--- src/rtl/counter_pkg.sv ---
// Shared types for the countdown resource blocks.
//   cd_state_t : countdown controller state (IDLE, RUN, EXPIRED)
package counter_pkg;

   typedef enum logic [1:0] {
      IDLE    = 2'd0,
      RUN     = 2'd1,
      EXPIRED = 2'd2
   } cd_state_t;

endpackage

--- src/rtl/flex_countdown.sv ---
// Loadable down-counter with expiry flag and optional auto-reload.
// Consumes a programmed budget and reports exhaustion.
// Ports:
//   clk          : system clock, rising edge
//   n_rst        : asynchronous active-low reset
//   clear        : synchronous clear to IDLE (highest priority)
//   load         : capture load_val into count and reload register, start counting
//   load_val     : start / reload value
//   count_enable : decrement request, honoured only in RUN
//   reload_en    : 1 = reload at expiry and keep running, 0 = stop at zero
//   count_out    : current count (registered)
//   zero_flag    : expiry indication (registered; held in EXPIRED, 1-cycle pulse on reload)
//   busy         : 1 while in RUN (registered)
module flex_countdown
   import counter_pkg::*;
#(
   parameter int unsigned NUM_CNT_BITS = 4
) (
   input  logic                    clk,
   input  logic                    n_rst,
   input  logic                    clear,
   input  logic                    load,
   input  logic [NUM_CNT_BITS-1:0] load_val,
   input  logic                    count_enable,
   input  logic                    reload_en,
   output logic [NUM_CNT_BITS-1:0] count_out,
   output logic                    zero_flag,
   output logic                    busy
);

   localparam logic [NUM_CNT_BITS-1:0] CntZero = '0;
   localparam logic [NUM_CNT_BITS-1:0] CntOne  = NUM_CNT_BITS'(1);

   cd_state_t                 state_q, state_d;
   logic [NUM_CNT_BITS-1:0]   count_q, count_d;
   logic [NUM_CNT_BITS-1:0]   reload_q, reload_d;
   logic                      zero_q, zero_d;
   logic                      busy_q, busy_d;

   always_ff @(posedge clk or negedge n_rst) begin
      if (!n_rst) begin
         state_q  <= IDLE;
         count_q  <= CntZero;
         reload_q <= CntZero;
         zero_q   <= 1'b0;
         busy_q   <= 1'b0;
      end else begin
         state_q  <= state_d;
         count_q  <= count_d;
         reload_q <= reload_d;
         zero_q   <= zero_d;
         busy_q   <= busy_d;
      end
   end

   // Priority: clear > load > count_enable.
   always_comb begin
      state_d  = state_q;
      count_d  = count_q;
      reload_d = reload_q;
      zero_d   = zero_q;

      if (clear) begin
         // reload register deliberately survives a clear
         state_d = IDLE;
         count_d = CntZero;
         zero_d  = 1'b0;
      end else if (load) begin
         count_d  = load_val;
         reload_d = load_val;
         if (load_val == CntZero) begin
            state_d = EXPIRED;
            zero_d  = 1'b1;
         end else begin
            state_d = RUN;
            zero_d  = 1'b0;
         end
      end else begin
         unique case (state_q)
            RUN: begin
               if (!count_enable) begin
                  zero_d = 1'b0;
               end else if (count_q == CntOne) begin
                  // reload_en only matters on this final decrement
                  zero_d = 1'b1;
                  if (reload_en) begin
                     count_d = reload_q;
                  end else begin
                     count_d = CntZero;
                     state_d = EXPIRED;
                  end
               end else begin
                  count_d = count_q - CntOne;
                  zero_d  = 1'b0;
               end
            end
            EXPIRED: begin
               count_d = CntZero;
               zero_d  = 1'b1;
            end
            IDLE: begin
               zero_d = 1'b0;
            end
            default: begin
               state_d = IDLE;
               count_d = CntZero;
               zero_d  = 1'b0;
            end
         endcase
      end

      busy_d = (state_d == RUN);
   end

   assign count_out = count_q;
   assign zero_flag = zero_q;
   assign busy      = busy_q;

endmodule

--- config.mk ---
export PLATFORM = sky130hd
export DESIGN_NAME = flex_countdown
export DESIGN_NICKNAME = d
export VERILOG_FILES = /design/src/rtl/counter_pkg.sv /design/src/rtl/flex_countdown.sv
export SDC_FILE = /design/constraint.sdc
export NUM_CORES = 1
export LEC_CHECK = 0
export CORE_MARGIN = 5
export CORE_UTILIZATION = 43
export DETAILED_ROUTE_END_ITERATION = 10
export PLACE_DENSITY = 0.71
export SETUP_SLACK_MARGIN = 0.4
export SLEW_MARGIN = 20
export SYNTH_ARGS = -nofsm -noshare
export SYNTH_HDL_FRONTEND = slang
export SYNTH_SLANG_ARGS = --single-unit
--- constraint.sdc ---
create_clock -name clk -period 3.1 [get_ports clk]
set_clock_uncertainty 0.2 [all_clocks]
set_input_delay 0.62 -clock clk [delete_from_list [all_inputs] [get_ports clk]]
set_output_delay 0.62 -clock clk [all_outputs]
set_load 0.01 [all_outputs]
==> key figures, run 1 <==
Critical path
  – CP max FO: 9
  – Worst Reg-to-Reg Cells: 6
  – Crit path cell chain: clkdlybuf4s50_1, nor2b_1, nand2_1, a21oi_1, a2bb2oi_1
  – Nature of the critical path endpoint: register
  – Crit path kind: primary input to register
  – FF-to-FF End: busy
  – Worst reg2reg setup slack: 1.06 ns
  – CP max-delay cell: clkdlybuf4s50_1
  – Worst EP required: 3.10 ns
  – Reg2reg start: state_q[1]
  – CP peak stage delay: 0.57 ns
  – Crit path max-delay family: simple AND/OR/NAND/NOR gates
  – Worst path buffer plus inverter count: 1
  – WP data arrival: 2.22 ns
  – CP Launch Type: primary input

Clocking
  – Post-CTS setup buffer count: 0
  – Later-pin clock latency in the skew report: 0.28 ns
  – H-tree depth: 1
  – CTS buffer count: 3
  – Reg clk slew, reported paths: 0.08 ns
  – Resize count post-CTS: 0
  – CTS Hold Bufs: 0
  – Clk buf depth: 2
  – Clk Tree Root Cell: clkbuf_4
  – TritonCTS clock tree: built
  – Clock sink count: 12

Yosys
  – Post-synth net total: 89
  – Most common cell in the synthesized netlist: dfrtp_1
  – Synthesized area: 757 um2
  – Main synth FF type: dfrtp_1
  – Post-synth ARST share: 100%
  – Area contributors post-synth: dfrtp_1 40%, ha_1 9.9%, mux2_2 4.5%
  – Synth Area per Inst: 10.4 um2
  – Yosys warnings: 0
  – Register bit total from synthesis: 12
  – Netlist cell types: 29
  – Synth Instances: 73
  – Yosys top cell area share: 39.7%
  – EDFF count, synth: 0
  – Commonest cells in the synthesized netlist: 12 x dfrtp_1, 6 x ha_1, 5 x a21oi_1, 5 x inv_1, 5 x o21ai_0
  – Sequential fraction of the synthesis area: 39.7%
  – Synth area leader: dfrtp_1

Route
  – Number of remaining DRC errors: 0
  – Vias/cell: 5.06
  – Routed wire length: 1610 um
  – Vias: 587
  – Iteration-0 DRC Markers: 3
  – Per-cell routed wire length: 13.9 um
  – Drt pass-1 iters: 2
  – Routed Antenna Nets: 0

Global routing
  – Met3 GRT Util: 4.01%
  – First-pass GRT wire length: 2780 um
  – Initial antenna violation count: 0
  – GRT busiest layer: met2
  – Tot GR Track Use: 13.9%
  – Gr ovfl total: 0
  – Largest net degree at the start of global routing: 13
  – Vias in the first global route: 640
  – Met2 Track Usage GR: 19.9%
  – Met1 Use GR: 18.9%

Cells and area
  – Synthesis-to-finish area growth: 28.1%
  – Nets: 108
  – Antenna Cells: 0
  – Finished Layout Cells: 116
  – Ratio of cells with drive above 1 in the final layout: 12.1%
  – FILL cells: 154
  – Cell area after layout: 970 um2
  – Final Core Density: 56.8%

Floorplanning
  – Initial Util: 44.3%
  – Die Ht: 52.0 um
  – # IOs: 16
  – Core ar.: 1710 um2
  – Die area: 2700 um2
  – Die Span X: 52.0 um
  – Row Count: 15

Worst hold path
  – Worst Min Path Start: reload_q[0]
  – Hold Path Sink: reload_q[0]
  – Worst Hold Class: register to register
  – Hold path cells: 1

Placement
  – Port Buffers: 15
  – Placed cell count: 112
  – Placement Cell Area: 933 um2
  – DP HPWL: 1260 um
  – Gpl congestion: 0.800

STA
  – Tcrit/Tclk final: 71.8%
  – Worst slew pin tran: 0.635 ns
  – Rel. slew slack: 57.3%
  – Hold Fails Final Rpt: 0
  – RSZ-0062 raised after global routing: false
  – Final setup viols: 0
  – TNS Setup: 0 ns
  – Min cycle time layout: 2.23 ns
  – Max-slew violation count: 0
  – Maximum clock rate: 0.449 GHz

Run status
  – Outcome: finished clean

Power
  – PnR Total Power: 402 uW
  – Pwr Density: 415 nW/um2
  – VDD IR-drop max: 0.261 mV
  – Leakage: 0.000404 uW

Run
  – # Max-Cap Violations: 0
==> per-layer routing <==
| layer | vias up | wire length [um] |
|---|---|---|
| met5 | - | 0 |
| met4 | 0 | 0 |
| met3 | 0 | 65 |
| met2 | 11 | 699 |
| met1 | 269 | 844 |
| li1 | 307 | - |
==> area by class of cell <==
cell class              count  area, um2  area share (%)
clock buffers               4       36.3            3.74
inverters                   5       18.8            1.94
multi-input cells          55        433            44.6
flip-flops and latches     12        300            31.0
well taps                  25       31.3            3.23
repair buffers             15        150            15.5
==> where the power goes <==
group          leakage, uW  internal [uW]  switching (uW)  total (uW)
registers         0.000153            171            12.6         183
clock network    0.0000210           71.4            56.8         128
logic             0.000230           48.0            42.7        90.7
total             0.000404            290             112         402
==> flip-flops by register name, summed over array words and instances (netlist names) <==
name and cells:
count_out 4, zero_flag 1, reload_q 4, state_q 2, busy 1
==> worst max-delay path by stage <==
| stage | from | end | slack [ns] | cells past startpoint |
|---|---|---|---|---|
| 2_1_floorplan | state_q[1] | busy | 1.23 | 6 |
| 5_1_grt | load | count_out[3] | 0.76 | 5 |
| 3_5_place_dp | load | count_out[3] | 0.59 | 5 |
| 3_3_place_gp | load | reload_q[0] | 0.68 | 3 |
| 6_report | load | count_out[3] | 0.87 | 5 |
| 4_1_cts | load | count_out[3] | 0.89 | 5 |
==> worst register-to-register path, cell delays in order (launching register included) <==
cell and delay (ns):
dfrtp_1 0.44, inv_1 0.12, ha_1 0.29, nor3_4 0.07, or4_1 0.40, a21o_1 0.20, o32ai_2 0.25
==> cells in the final DEF (no fill, tap or decap), types with 2 or more instances in the layout <==
cell and instances:
nand2_1 4, clkbuf_4 3, o21ai_0 5, ha_1 6, mux2_2 3, a22o_1 3
a21oi_1 5, nand3_1 3, nor2_1 3, nand4_1 2, inv_1 5, a21o_1 4
clkdlybuf4s50_1 15, dfrtp_1 12, nor2b_1 2
==> per-stage QoR <==
stage	setup slack [ns]	hold slack, ns
floorplan	1.23	0.124
global placement	0.675	0.296
detailed placement	0.588	0.302
CTS	0.886	0.322
global route	0.761	0.340
finish	0.873	0.326
==> logic make-up (layout without fill, tap and decap cells) <==
| group | after synthesis | count (layout) | synth area share [%] |
|---|---|---|---|
| fa+ha+maj | 6 | 6 | 9.92 |
| buf+inv | 6 | 24 | 3.14 |
| simple gates | 22 | 22 | 20.2 |
| compound gates | 23 | 23 | 21.5 |
| xor+xnor | 1 | 1 | 1.16 |
| flops | 12 | 12 | 39.7 |
| mux | 3 | 3 | 4.46 |
Power figures use the tool's default switching activity.
==> run 2, diff against run 1 <==
Settings changed: PLACE_DENSITY 0.71 to 0.74.
Clock period 3.1 ns to 1.98 ns, I/O delays scaled along.
==> run 2 against run 1 <==
Setup slack got worse by 0.72 ns. Routed wire length up 37%. Non-clock buffer count rose by 21. Sequential cell count is the same. Sequential share of layout area fell by 6.7 points. Critical endpoint is now busy. Power up 72%. Critical path depth is 1 higher. Largest cell class unchanged.
==> key figures, run 2 (synthesis results as in run 1) <==
Clocking
  – TritonCTS clock tree: built
  – H-tree depth: 1 (unchanged)
  – CTS buffer count: 3 (unchanged)
  – Later-pin clock latency in the skew report: 0.28 ns (about the same)
  – Reg clk slew, reported paths: 0.07 ns (about the same)
  – Clk buf depth: 2 (unchanged)
  – Clock sink count: 12 (unchanged)
  – Clk Tree Root Cell: clkbuf_4

Route
  – Routed Antenna Nets: 0 (unchanged)
  – Routed wire length: 2210 um (+37%)
  – Iteration-0 DRC Markers: 26 (+23)
  – Vias/cell: 5.45 (+7.8%)
  – Vias: 747 (+27%)
  – Number of remaining DRC errors: 0 (unchanged)
  – Drt pass-1 iters: 4 (+2)
  – Per-cell routed wire length: 16.1 um (+16%)

Global routing
  – Vias in the first global route: 747 (+17%)
  – Largest net degree at the start of global routing: 13 (unchanged)
  – Tot GR Track Use: 16.9% (+3.0 points)
  – Gr ovfl total: 0 (unchanged)
  – Initial antenna violation count: 0 (unchanged)
  – First-pass GRT wire length: 3410 um (+23%)

Floorplanning
  – # IOs: 16 (unchanged)
  – Die Ht: 52.0 um (unchanged)
  – Row Count: 15 (unchanged)
  – Initial Util: 44.3% (unchanged)
  – Die Span X: 52.0 um (unchanged)
  – Core ar.: 1710 um2 (unchanged)
  – Die area: 2700 um2 (unchanged)

STA
  – Max-slew violation count: 0 (unchanged)
  – Rel. slew slack: 65.3% (+8.0 points)
  – Worst slew pin tran: 0.518 ns (-0.116 ns)
  – Hold Fails Final Rpt: 0 (unchanged)
  – Final setup viols: 0 (unchanged)
  – Tcrit/Tclk final: 92.3%
  – Min cycle time layout: 1.83 ns
  – RSZ-0062 raised after global routing: true
  – Maximum clock rate: 0.547 GHz

Cells and area
  – Antenna Cells: 0 (unchanged)
  – Most frequent cells in the layout: 16 x buf_4, 9 x dfrtp_1, 6 x dlygate4sd2_1
  – Synthesis-to-finish area growth: 65.8%
  – Nets: 129 (+19%)
  – Ratio of cells with drive above 1 in the final layout: 46.4% (+34 points)
  – Cell area after layout: 1250 um2 (+29%)
  – Finished Layout Cells: 137 (+18%)
  – Commonest non-fill, non-tap cell in the layout: buf_4

Power
  – Leakage: 0.000578 uW (+43%)
  – Sequential Power Share: 41.0% (-4.6 points)
  – Pwr Density: 550 nW/um2 (+33%)
  – Internal: 495 uW (+70%)
  – PnR Total Power: 691 uW (+72%)
  – VDD IR-drop max: 0.522 mV (+100%)
  – Combinational Power Share: 31.2% (+8.7 points)
  – Switch Pwr: 196 uW (+75%)
  – Switching portion of total power: 28.4% (+0.52 points)
  – Clock power share: 27.8% (-4.1 points)

Placement
  – Gpl congestion: 0.853 (+6.7%)
  – Placed cell count: 119 (+6.3%)
  – Placement Cell Area: 1020 um2 (+9.8%)
  – Port Buffers: 15 (unchanged)
  – DP HPWL: 1350 um (+7.6%)

Critical path
  – Worst setup path start: state_q[0]
  – Crit path kind: register to register
  – CP max FO: 4 (-5)
  – WP data arrival: 1.81 ns (-0.41 ns)
  – Reg2reg start: state_q[0]
  – CP Launch Type: register
  – Nature of the critical path endpoint: register
  – Worst EP required: 1.96 ns (-1.14 ns)

Run
  – # Max-Cap Violations: 0 (unchanged)

Run status
  – Outcome: finished clean

Worst hold path
  – Worst Hold Class: primary input to asynchronous set/reset pin
## run 2: cell count changes in the layout (fill, tap and decap cells not counted), moves of 3 or more
cell	change
dlygate4sd2_1	+6
buf_4	+16
buf_6	+4
ha_4	+4
clkdlybuf4s50_1	-10
dfrtp_2	+3
dfrtp_1	-3
inv_1	-3
ha_1	-4
dlymetal6s2s_1	+3
## run 2: layout make-up
cell class	instances	area, um2
well taps	25	31.3
fillers	111	453
inverters	5	23.8
repair buffers	36	322
multi-input cells	55	538
flip-flops and latches	12	304
clock buffers	4	36.3
## run 2: power by group through the flow
stage                     Clock (uW)  Combinational (uW)  Sequential [uW]
after floorplan                    0                85.0              294
after global placement             0                 159              293
after detailed placement           0                 162              293
after CTS                        195                 192              282
after global routing             213                 234              286
final                            192                 216              283
## run 2: through the flow
stage / hold slack, ns / util, % / setup WS, ns / TNS [ns]
after floorplan: -0.0996 / - / 0.215 / 0
after global placement: 0.295 / 60.0 / -0.00675 / -0.00675
after detailed placement: 0.302 / 60.0 / -0.0440 / -0.0440
after CTS: 0.275 / 68.8 / 0.145 / 0
after global routing: 0.267 / 73.5 / 0.0884 / 0
final: 0.257 / 73.5 / 0.151 / 0
## run 2: worst max-delay path, cell delays in order (launching register included)
cell	delay, ns
dfrtp_2	0.46
inv_4	0.10
ha_4	0.15
nor3_4	0.04
or4_1	0.39
a21o_1	0.19
o32ai_2	0.20
## run 2: final timing paths
check / end / slack, ns / cells past startpoint
worst min-delay path: zero_flag / 0.26 / 1
min in group clk: reload_q[1] / 0.27 / 2
worst max-delay path: busy / 0.15 / 6
worst min register to register: reload_q[0] / 0.31 / 1
worst max register to register: busy / 0.15 / 6
max in group asynchronous: state_q[0] / 0.94 / 1
## run 2: repair_timing
action	in CTS	in global routing
endpoints found under the setup margin	17	13
pin swaps	6	7
resized for setup	18	17
buffers inserted	10	3
hold buffers	0	0
gates cloned	1	0
## run 2: routing by layer
| metal | global-route usage [%] | vias up | share of wire (%) |
|---|---|---|---|
| li1 | - | 353 | - |
| met1 | 22.0 | 374 | 41 |
| met2 | 27.0 | 16 | 53 |
| met3 | 5.44 | 4 | 5.0 |
| met4 | 3.93 | 0 | 1.0 |
| met5 | 0 | - | 0 |
==> run 3, diff against run 2 <==
Settings changed: CORE_MARGIN 5 to 4.
==> run 3 against run 2 <==
Largest cell class unchanged. Die area down 7.6%. Utilization grew 4.1 points. Critical path depth unchanged. Highest routed layer unchanged. Global-route usage increased by 2.8 points. Clock power down 12%. Critical path type unchanged. Power is 2.7% lower. Sequential power hardly changed. Sequential cell count did not move. First-iteration DRC count increased by 65%. Non-clock buffer count shrank 2.
==> key figures, run 3 (synthesis results as in run 1) <==
STA
  – RSZ-0062 raised after global routing: true
  – Worst slew pin tran: 0.273 ns (-0.246 ns)
  – Rel. slew slack: 81.8% (+16 points)
  – WHS: 0.133 ns (-0.124 ns)
  – Max-slew violation count: 0 (unchanged)
  – Tcrit/Tclk final: 95.0% (+2.7 points)
  – Min cycle time layout: 1.88 ns (+0.0525 ns)
  – Final setup viols: 0 (unchanged)
  – Maximum clock rate: 0.532 GHz (-2.8%)
  – Hold Fails Final Rpt: 0 (unchanged)

Power
  – Combinational Power Share: 32.4% (+1.2 points)
  – Pwr Density: 549 nW/um2 (-0.25%)
  – Switching portion of total power: 31.1% (+2.7 points)
  – Sequential Power Share: 42.5% (+1.5 points)
  – VDD IR-drop max: 0.463 mV (-11%)
  – Internal: 463 uW (-6.5%)
  – Clock power share: 25.1% (-2.7 points)
  – Switch Pwr: 209 uW (+6.6%)
  – Leakage: 0.000547 uW (-5.3%)

Critical path
  – Worst reg2reg setup slack: 0.1 ns (-0.05 ns)
  – CP max FO: 4 (unchanged)
  – Worst EP required: 1.99 ns (+0.03 ns)
  – Worst Reg-to-Reg Cells: 6 (unchanged)
  – Crit path kind: register to register
  – WP data arrival: 1.89 ns (+0.08 ns)
  – FF-to-FF End: busy
  – Nature of the critical path endpoint: register
  – CP Launch Type: register
  – Reg2reg start: state_q[1]

Global routing
  – First-pass GRT wire length: 3660 um (+7.3%)
  – Tot GR Track Use: 19.7% (+2.8 points)
  – Vias in the first global route: 738 (-1.2%)
  – Initial antenna violation count: 0 (unchanged)
  – Gr ovfl total: 0 (unchanged)
  – Largest net degree at the start of global routing: 10 (-3)

Route
  – Per-cell routed wire length: 17.9 um (+11%)
  – Number of remaining DRC errors: 0 (unchanged)
  – Iteration-0 DRC Markers: 43 (+65%)
  – Routed Antenna Nets: 0 (unchanged)
  – Routed wire length: 2260 um (+2.4%)
  – Vias/cell: 6.27 (+15%)
  – Vias: 790 (+5.8%)
  – Drt pass-1 iters: 4 (unchanged)

Placement
  – DP HPWL: 1450 um (+7.5%)
  – Gpl congestion: 0.796 (-6.8%)
  – Port Buffers: 15 (unchanged)

Floorplanning
  – Row Count: 14 (-1)
  – Initial Util: 48.0% (+3.7 points)
  – # IOs: 16 (unchanged)
  – Core ar.: 1580 um2 (-7.7%)
  – Die Ht: 50.0 um (-3.8%)
  – Die Span X: 50.0 um (-3.8%)
  – Die area: 2500 um2 (-7.6%)

Clocking
  – Later-pin clock latency in the skew report: 0.29 ns (about the same)
  – TritonCTS clock tree: built
  – CTS buffer count: 3 (unchanged)
  – Clk Tree Root Cell: clkbuf_4
  – Clock sink count: 12 (unchanged)
  – H-tree depth: 1 (unchanged)
  – Reg clk slew, reported paths: 0.09 ns (+0.02 ns)
  – Clk buf depth: 2 (unchanged)

Cells and area
  – Nets: 127 (-1.6%)
  – Most frequent cells in the layout: 14 x buf_4, 9 x dfrtp_1, 7 x clkdlybuf4s50_1
  – Antenna Cells: 0 (unchanged)
  – Ratio of cells with drive above 1 in the final layout: 43.6% (-2.8 points)
  – Final Core Density: 77.6% (+4.1 points)
  – Synthesis-to-finish area growth: 61.7%
  – Commonest non-fill, non-tap cell in the layout: buf_4

Worst hold path
  – Worst Hold Class: primary input to asynchronous set/reset pin

Run
  – # Max-Cap Violations: 0 (unchanged)

Run status
  – Outcome: finished clean
==> run 3: changes by cell type in the layout (fill, tap and decap cells not counted), sizes merged <==
| cell | before | now |
|---|---|---|
| dlygate4sd2 | 6 | 3 |
| clkdlybuf4s15 | 1 | 4 |
| buf | 20 | 18 |
| clkdlybuf4s50 | 5 | 7 |
| dlymetal6s2s | 3 | 2 |
| clkbuf | 5 | 4 |
==> run 3: power groups by stage <==
stage          logic, uW  registers (uW)  clock network, uW
2_1_floorplan       85.0             294                  0
4_1_cts              204             283                168
6_report             218             285                169
3_3_place_gp         164             294                  0
3_5_place_dp         168             294                  0
5_1_grt              233             288                187
==> run 3: cell type report <==
class | instances | area [um2]
clock buffers | 4 | 26.3
well taps | 16 | 20.0
fillers | 89 | 353
repair buffers | 34 | 313
inverters | 5 | 23.8
flip-flops and latches | 12 | 304
multi-input cells | 55 | 537
==> run 3: routing by layer <==
layer / wire (um) / GRT usage, %
met3: 188 / 6.33
met1: 986 / 26.1
met2: 1040 / 31.1
met5: 0 / 0
met4: 40 / 4.61
==> run 3: stage by stage <==
stage | TNS [ns] | power (uW) | worst slack (ns) | instances | cell area, um2
after floorplan | 0 | 379 | 0.215 | 73 | 796
after global placement | -0.0153 | 458 | -0.0153 | 114 | 1040
after detailed placement | -0.106 | 463 | -0.0648 | 114 | 1040
after CTS | 0 | 655 | 0.161 | 126 | 1200
after global routing | 0 | 707 | 0.0899 | 126 | 1220
final | 0 | 672 | 0.0990 | 126 | 1220
==> run 3: worst max path at each step <==
stage,cells past startpoint,startpoint,end,slack [ns]
2_1_floorplan,6,state_q[1],busy,0.22
3_3_place_gp,4,load,busy,-0.02
3_5_place_dp,4,load,busy,-0.06
4_1_cts,6,state_q[0],busy,0.16
5_1_grt,6,state_q[1],busy,0.09
6_report,6,state_q[1],busy,0.1
==> run 3: critical path, cell delays in order, from the launching register on <==
cell and delay, ns:
dfrtp_2 0.45, buf_4 0.15, ha_4 0.15, nor3_4 0.04
or4_1 0.41, a21o_1 0.20, o32ai_2 0.19
==> run 3: repair_timing <==
item                                    in CTS  in global routing
endpoints found under the setup margin      17                 14
pin swaps                                    6                  3
cloned                                       1                  0
hold buffers                                 0                  0
buffers inserted                             7                  0
resized for setup                           24                  9
